**config.mk**
```make
export PLATFORM = sky130hd
export DESIGN_NAME = strg_mult_seq_flat
export DESIGN_NICKNAME = d
export VERILOG_FILES = /design/src/rtl/strg_mult_seq_if.sv /design/src/rtl/strg_mult_seq.sv /design/src/flat_wrapper.sv
export SDC_FILE = /design/constraint.sdc
export NUM_CORES = 1
export LEC_CHECK = 0
export ABC_AREA = 0
export CAP_MARGIN = 0
export CELL_PAD_IN_SITES_DETAIL_PLACEMENT = 1
export CELL_PAD_IN_SITES_GLOBAL_PLACEMENT = 2
export CORE_MARGIN = 1
export CORE_UTILIZATION = 32
export CTS_BUF_LIST = sky130_fd_sc_hd__clkbuf_4 sky130_fd_sc_hd__clkbuf_8
export DETAILED_ROUTE_END_ITERATION = 12
export GPL_TIMING_DRIVEN = 0
export PLACE_DENSITY_LB_ADDON = 0.08
export SYNTH_ARGS = -nofsm -noshare
export SYNTH_HDL_FRONTEND = slang
export SYNTH_SLANG_ARGS = --single-unit
```
**constraint.sdc**
```tcl
create_clock -name CB -period 3.14 [get_ports CB]
set_clock_uncertainty 0.05 [all_clocks]
set_input_delay 0.785 -clock CB [delete_from_list [all_inputs] [get_ports CB]]
set_output_delay 0.785 -clock CB [all_outputs]
set_load 0.01 [all_outputs]
```
**src/rtl/strg_mult_seq_if.sv**
```systemverilog
// Handshake bundle between the writeback/sequencing logic and the
// load/store multiple and string sequencer.
interface strg_mult_seq_if;
  logic       seqStart;
  logic       seqMultiple;
  logic [0:6] seqByteCnt;
  logic [0:4] seqRT;
  logic       seqAdvance;
  logic       seqFlush;
  logic       seqBusy;
  logic [0:2] strgSt;
  logic [6:7] byteCount;
  logic       cntGtEq4;
  logic       strgEnd;
  logic [0:4] seqRA;
  logic [0:7] seqEaOff;
  logic       seqZeroDone;

  modport master (
    output seqStart, seqMultiple, seqByteCnt, seqRT, seqAdvance, seqFlush,
    input  seqBusy, strgSt, byteCount, cntGtEq4, strgEnd, seqRA, seqEaOff, seqZeroDone
  );

  modport slave (
    input  seqStart, seqMultiple, seqByteCnt, seqRT, seqAdvance, seqFlush,
    output seqBusy, strgSt, byteCount, cntGtEq4, strgEnd, seqRA, seqEaOff, seqZeroDone
  );
endinterface

```
**src/rtl/strg_mult_seq.sv**
```systemverilog
// Beat sequencer for load/store multiple and string operations: walks the
// register number and EA offset one word per consumed beat.
module strg_mult_seq (
  input  logic           CB,
  input  logic           reset,
  strg_mult_seq_if.slave bus
);

  typedef enum logic [1:0] {
    IDLE  = 2'd0,
    FIRST = 2'd1,
    MID   = 2'd2
  } seqState_t;

  seqState_t  state;
  seqState_t  stateNxt;
  logic [0:7] rem;
  logic [0:7] remNxt;
  logic [0:4] ra;
  logic [0:4] raNxt;
  logic [0:7] eaOff;
  logic [0:7] eaOffNxt;
  logic       zeroDone;
  logic       zeroDoneNxt;
  logic [0:7] startCnt;
  logic       busy;
  logic       lastBeat;

  // A multiple op always runs up to r31, so its byte count is 4*(32-RT) and
  // reaches 128 for RT=0 -- the reason the counter is 8 bits wide.
  function automatic logic [0:7] initialCount(input logic       multiple,
                                              input logic [0:6] byteCnt,
                                              input logic [0:4] rt);
    if (multiple) begin
      initialCount = 8'd128 - {1'b0, rt, 2'b00};
    end else begin
      initialCount = {1'b0, byteCnt};
    end
  endfunction

  assign startCnt = initialCount(bus.seqMultiple, bus.seqByteCnt, bus.seqRT);
  assign busy     = (state != IDLE);
  assign lastBeat = (rem <= 8'd4);

  // Next-state and counter update; flush outranks advance and start.
  always_comb begin
    stateNxt    = state;
    remNxt      = rem;
    raNxt       = ra;
    eaOffNxt    = eaOff;
    zeroDoneNxt = 1'b0;
    case (state)
      IDLE: begin
        if (bus.seqFlush) begin
          remNxt = 8'd0;
        end else if (bus.seqStart) begin
          remNxt   = startCnt;
          raNxt    = bus.seqRT;
          eaOffNxt = 8'd0;
          if (startCnt != 8'd0) begin
            stateNxt = FIRST;
          end else begin
            zeroDoneNxt = 1'b1;
          end
        end else begin
          stateNxt = IDLE;
        end
      end
      FIRST, MID: begin
        if (bus.seqFlush) begin
          stateNxt = IDLE;
          remNxt   = 8'd0;
        end else if (bus.seqAdvance) begin
          if (lastBeat) begin
            stateNxt = IDLE;
            remNxt   = 8'd0;
          end else begin
            stateNxt = MID;
            remNxt   = rem - 8'd4;
            raNxt    = ra + 5'd1;
            eaOffNxt = eaOff + 8'd4;
          end
        end else begin
          stateNxt = state;
        end
      end
      default: begin
        stateNxt = IDLE;
        remNxt   = 8'd0;
      end
    endcase
  end

  // Sequencer state registers with synchronous reset.
  always_ff @(posedge CB) begin
    if (reset) begin
      state    <= IDLE;
      rem      <= 8'd0;
      ra       <= 5'd0;
      eaOff    <= 8'd0;
      zeroDone <= 1'b0;
    end else begin
      state    <= stateNxt;
      rem      <= remNxt;
      ra       <= raNxt;
      eaOff    <= eaOffNxt;
      zeroDone <= zeroDoneNxt;
    end
  end

  assign bus.seqBusy     = busy;
  assign bus.strgEnd     = busy & lastBeat;
  assign bus.cntGtEq4    = busy & (rem >= 8'd4);
  assign bus.byteCount   = (busy && lastBeat && (rem < 8'd4)) ? rem[6:7] : 2'b00;
  assign bus.strgSt      = {busy, (state == FIRST), busy & lastBeat};
  assign bus.seqRA       = ra;
  assign bus.seqEaOff    = eaOff;
  assign bus.seqZeroDone = zeroDone;

endmodule

```
**src/flat_wrapper.sv**
```systemverilog
// flat-port wrapper written by rule: the top's interface ports become plain ports
module strg_mult_seq_flat 
  (CB, reset, bus_seqStart, bus_seqMultiple, bus_seqByteCnt, bus_seqRT, bus_seqAdvance, bus_seqFlush, bus_seqBusy, bus_strgSt, bus_byteCount, bus_cntGtEq4, bus_strgEnd, bus_seqRA, bus_seqEaOff, bus_seqZeroDone);
  strg_mult_seq_if bus_i ();
  input  logic CB;
  input  logic reset;
  input wire logic [$bits(bus_i.seqStart)-1:0] bus_seqStart;
  input wire logic [$bits(bus_i.seqMultiple)-1:0] bus_seqMultiple;
  input wire logic [$bits(bus_i.seqByteCnt)-1:0] bus_seqByteCnt;
  input wire logic [$bits(bus_i.seqRT)-1:0] bus_seqRT;
  input wire logic [$bits(bus_i.seqAdvance)-1:0] bus_seqAdvance;
  input wire logic [$bits(bus_i.seqFlush)-1:0] bus_seqFlush;
  output wire logic [$bits(bus_i.seqBusy)-1:0] bus_seqBusy;
  output wire logic [$bits(bus_i.strgSt)-1:0] bus_strgSt;
  output wire logic [$bits(bus_i.byteCount)-1:0] bus_byteCount;
  output wire logic [$bits(bus_i.cntGtEq4)-1:0] bus_cntGtEq4;
  output wire logic [$bits(bus_i.strgEnd)-1:0] bus_strgEnd;
  output wire logic [$bits(bus_i.seqRA)-1:0] bus_seqRA;
  output wire logic [$bits(bus_i.seqEaOff)-1:0] bus_seqEaOff;
  output wire logic [$bits(bus_i.seqZeroDone)-1:0] bus_seqZeroDone;
  assign bus_i.seqStart = bus_seqStart;
  assign bus_i.seqMultiple = bus_seqMultiple;
  assign bus_i.seqByteCnt = bus_seqByteCnt;
  assign bus_i.seqRT = bus_seqRT;
  assign bus_i.seqAdvance = bus_seqAdvance;
  assign bus_i.seqFlush = bus_seqFlush;
  assign bus_seqBusy = bus_i.seqBusy;
  assign bus_strgSt = bus_i.strgSt;
  assign bus_byteCount = bus_i.byteCount;
  assign bus_cntGtEq4 = bus_i.cntGtEq4;
  assign bus_strgEnd = bus_i.strgEnd;
  assign bus_seqRA = bus_i.seqRA;
  assign bus_seqEaOff = bus_i.seqEaOff;
  assign bus_seqZeroDone = bus_i.seqZeroDone;
  strg_mult_seq u_core (.CB(CB), .reset(reset), .bus(bus_i));
endmodule
```
Yosys cells after proc, flatten, opt, wreduce, memory -nomap -nowiden
Cells that the tools add are included.

storage, ports and cells
  register bits after elaboration = 24
  latch bits = 0
  memory bits (writable) = 0
  ROM bits = 0
  input bits = 18
  output and inout bits = 22
  logic and storage cells = 65
  memories kept = 0

cells by class
  add/sub/neg operators = 4
  multipliers = 0
  divide/modulo/power cells = 0
  order comparisons = 3
  equality and inequality tests = 10
  shift-type cells = 0
  muxes and demuxes = 28
  bitwise gates (word level) = 4
  reduce and logical (&&, ||, !) cells = 11

operators by type and width
  kind                   count
  $mux W8                11
  $pmux W8 S2            2
  $mux W5                5
  $mux W2                7
  $ne A2 B2 Y1 const B   5
  $pmux W5 S2            1
  $add A8 B3 Y8 const B  1
  $ge A8 B3 Y1 const B   1
  $le A8 B3 Y1 const B   1
  $lt A8 B3 Y1 const B   1
  $reduce_bool A8 Y1     1
  $sub A8 B3 Y8 const B  1
  $sub A8 B7 Y8 const A  1
  $ne A3 B3 Y1 const B   2
  $reduce_and A6 Y1      1
  $add A5 B1 Y5 const B  1
  $pmux W2 S2            1
  $reduce_bool A2 Y1     2
  $reduce_or A4 Y1       1
  $ne A3 B2 Y1 const B   1
  $reduce_and A3 Y1      1
  $and A1 B1 Y1          2
  $eq A2 B1 Y1 const B   1
  $eq A2 B2 Y1 const B   1
  other kinds (6)        8

Logic depth before layout (Yosys ltp)
  word-level depth = 7
  depth in mapped cells = 9
  mapped depth without buffers = 7

Worst setup path after synthesis
OpenSTA, ideal clock, no wires.

  kind = input -> register
  from = input bus_seqRT[0]
  to = register u_core.state[1]
  library setup time = 0.122 ns
  data arrival time = 2.159 ns
  required time = 2.968 ns
  slack = 0.809 ns
  stages = 7
  buffers on the path = 0
  cell sequence = inv_1 > ha_1 > xnor2_1 > mux2_4 > nor4_4 > a2111oi_2 > a311o_1

on the way
  cells in the longest elaborated chain, start to end = 5

RTL lines
  item                                RTL line              source
  start: declaration                  flat_wrapper.sv:10    input wire logic [$bits(bus_i.seqRT)-1:0] bus_seqRT;
  $sub A8 B7 Y8                       strg_mult_seq.sv:35   initialCount = 8'd128 - {1'b0, rt, 2'b00};
  $mux W8                             strg_mult_seq.sv:34   if (multiple) begin
  $reduce_bool A8 Y1                  strg_mult_seq.sv:60   if (startCnt != 8'd0) begin
  $ne A3 B2 Y1 (no source line)       --
  $reduce_and A3 Y1 (no source line)  --
  end signal: assignment              strg_mult_seq.sv:103  state <= stateNxt;
  end: declaration                    strg_mult_seq.sv:15   seqState_t state;

Every way passes these cells.
A chain may end at the register's enable or synchronous reset.

Worst setup path in the final report
  from = register u_core.rem[1] (netlist name)
  to = output bus_strgSt[0]

on the way
  cells in the longest elaborated chain, start to end = 2

RTL lines
  item                      RTL line              source
  start: declaration        strg_mult_seq.sv:17   logic [0:7] rem;
  start signal: assignment  strg_mult_seq.sv:104  rem <= remNxt;
  $le A8 B3 Y1              strg_mult_seq.sv:43   assign lastBeat = (rem <= 8'd4);
  $and A1 B1 Y1             strg_mult_seq.sv:115  assign bus.strgSt = {busy, (state == FIRST), busy & lastBeat};
  end: declaration          flat_wrapper.sv:14    output wire logic [$bits(bus_i.strgSt)-1:0] bus_strgSt;

Every way passes these cells.

==> results.cfg <==
[setup_path]
crit_type = register to output pin
worstPathArrival_ns = 2.15
critPathMaxStageDelay_ns = 0.61
worstPathRequired_ns = 2.30
r2r_start = u_core.state[0]$_SDFFE_PP0P_
path_buf_inv = 2
endpoint_kind = output pin
path_cells = or4_1 > nor2_2 > o21a_1 > buf_4 > clkdlybuf4s50_1
crit_path_top_delay_cell = or4_1
start_kind = register
reg2reg_to = u_core.bus.seqEaOff[1]$_SDFFE_PP0P_
r2r_slack_ns = 0.69
critPathTopFamily = simple AND/OR/NAND/NOR gates
cp_max_fo = 6
reg2reg_depth = 7

[cts]
cts_num_sinks = 22
htree_levels = 1
path_clk_slew_ns = 0.09
cts-buffers-inserted = 3
cts_tree = yes
clock_latency_ns = 0.26
cts.path.max_buffers = 2
cts_root_buf = clkbuf_8

[timing]
max-slew-margin-rel_pct = 41.5
rsz0062_at_grt = no
hold_violations = 0
fmax_mhz = 335
slew_viol_final = 0
period_share_pct = 95.1
final-setup-viol-count = 0
timing.setup.tns_ns = 0
worst_pin_slew_ns = 0.868
hold_ws_ns = 0.441
period_needed_ns = 2.98

[flow_run]
cap_violations = 0

[floorplan]
coreArea_mm2 = 0.00479
die_h_um = 73.0
io_pins = 40
die_area_mm2 = 0.00533
fp.dieW_um = 73.0
start_util_pct = 33.7
rows = 25

[placement]
gp_congestion = 0.887
hpwl_um = 3790
placed_area_mm2 = 0.00207
port_buffers = 37

[detailed_routing]
drt-pass1-iter-count = 4
num_vias = 1590
drt_wl_total_um = 4720
drc_errors = 0
ant_nets = 0
drt_iter0_drc = 43
avgRoutedWirePerCell_um = 15.6
viasPerCell = 5.25

[hold_path]
min_path_cells = 2
whs_endpoint = u_core.bus.seqEaOff[4]$_SDFFE_PP0P_
hp-class = register to register
holdCritStartpoint = u_core.bus.seqEaOff[4]$_SDFFE_PP0P_

[synth]
syn_avg_cell_area_um2 = 8.32
synthDistinctLibCells = 55
synth_edf_count = 0
synth-async-reset-ratio_pct = 0
yosys_warnings = 0
syn_inst = 194
seq_area_frac_synth_pct = 27.3
synth.ff_latch_count = 22
yosys_most_used_dff = dfxtp_1
syn-cell-area_mm2 = 0.00161

[global_routing]
grt_usage_pct = 18.6
grt_pass1_wl_um = 7610
antenna_found_initial = 0
grt_overflow = 0
grt_pass1_vias = 1598
grt_max_degree = 14

[final_layout]
stdcell_area_mm2 = 0.00215
antenna_cells = 0
final_layout_size_suffix_gt1_share_pct = 8.90
utilization_pct = 44.8
fin_nets = 263
syn2layout_area_growth_pct = 32.9

[run_status]
status = complete, no violations

[pwr]
p_leak_nw = 0.814
p_per_area_mw_per_mm2 = 480
peakVddDrop_mv = 0.198
[worst reg2reg max path, delay by kind of cell (launching register included)]
kind	cells	cell delay, ns
AO/OA/AOI/OAI	1	0.15
adder cells (fa/ha/maj)	1	0.40
buffers and inverters	1	0.07
flip-flops	1	0.41
AND/OR/NAND/NOR	4	1.30
[flip-flops by register name, indices dropped and copies added, names as in the netlist]
register and count:
u_core.bus.seqRA 5, u_core.bus.seqEaOff 6, u_core.state 2, u_core.rem 8, u_core.bus.seqZeroDone 1
[cell families after synthesis]
| kind of cell | after synthesis | share of synthesized area [%] |
|---|---|---|
| multiplexers | 12 | 8.60 |
| AO/OA/AOI/OAI | 44 | 20.4 |
| other | 1 | 0.232 |
| adder cells (fa/ha/maj) | 8 | 6.20 |
| XOR/XNOR | 6 | 3.26 |
| flip-flops | 22 | 27.3 |
| buffers and inverters | 21 | 5.97 |
| AND/OR/NAND/NOR | 80 | 28.1 |
[power by group]
part | total [W] | internal (W) | switching, W
clock | 0.000273 | 0.000170 | 0.000102
combinational | 0.000423 | 0.000196 | 0.000227
sequential | 0.000334 | 0.000305 | 0.0000292
[synth_stat cells, types with 5 or more instances]
master   count  area share (%)
nor2_1      18             4.2
nand2_1     15             3.5
o21ai_0      6             1.9
nor2b_1      5             1.9
nand3_1      8             2.5
inv_1       11             2.6
dfxtp_1     22              27
mux2i_1      9             5.6
a21oi_1      8             2.5
nor3_1       5             1.6
ha_1         8             6.2
[layout make-up]
cell class,count,area [um2]
inverters,11,41.3
repair buffers,37,370
flip-flops and latches,22,440
plain buffers,10,55.1
fillers,589,2640
clock inverters,1,30.0
multi-input cells,152,1080
well taps,67,83.8
clock buffers,3,41.3
[metal layers]
| layer | vias up | routed length (um) | GRT usage, % |
|---|---|---|---|
| met1 | 766 | 2250 | 24.2 |
| li1 | 789 | - | - |
| met2 | 31 | 2300 | 31.4 |
| met5 | - | 0 | 0 |
| met3 | 4 | 126 | 2.35 |
| met4 | 0 | 40 | 6.32 |
[metrics by stage]
stage | power (W) | std cells | worst slack, ns
after detailed placement | 0.000760 | 299 | 0.0325
after global routing | 0.00110 | 303 | 0.0270
after floorplan | 0.000602 | 195 | 0.809
after CTS | 0.00104 | 303 | 0.121
after global placement | 0.000743 | 299 | 0.0492
final | 0.00103 | 303 | 0.155
[cell usage in the layout (no fill, tap or decap), types with 3 or more instances in the layout]
master           synthesis  final
a22o_1                   3      3
clkbuf_8                 0      3
xor2_1                   4      4
and3_1                   4      4
o21ai_1                  3      3
ha_1                     8      8
nor2b_1                  5      5
buf_4                    4      4
nand3_1                  8      8
o21ai_0                  6      6
and2_1                   4      4
o22ai_1                  4      4
nor3_1                   5      5
o32ai_1                  3      3
nor2_1                  18     17
dfxtp_1                 22     22
nand2b_1                 3      3
nor4_1                   3      3
clkdlybuf4s50_1          0     37
mux2i_1                  9      9
a21oi_1                  8      8
inv_1                   11     11
nand2_1                 15     15
clkbuf_1                 4      4
[worst max-delay path by stage]
stage / start / slack, ns / endpoint / cells after the start
after floorplan: bus_seqRT[0] / 0.81 / u_core.state[1]$_SDFFE_PP0P_ / 7
after global placement: bus_seqRT[0] / 0.05 / u_core.state[1]$_SDFFE_PP0P_ / 8
after detailed placement: bus_seqRT[0] / 0.03 / u_core.state[1]$_SDFFE_PP0P_ / 8
after CTS: u_core.rem[1]$_SDFFE_PP0P_ / 0.12 / bus_strgSt[0] / 5
after global routing: u_core.rem[1]$_SDFFE_PP0P_ / 0.03 / bus_strgSt[0] / 5
final: u_core.rem[1]$_SDFFE_PP0P_ / 0.16 / bus_strgSt[0] / 5
[repair_timing]
item	4_1_cts	5_1_grt
hold buffers	0	0
buffers inserted	0	0
setup endpoints to repair	0	1
gates resized for setup	0	1
Power figures use the tool's default switching activity.
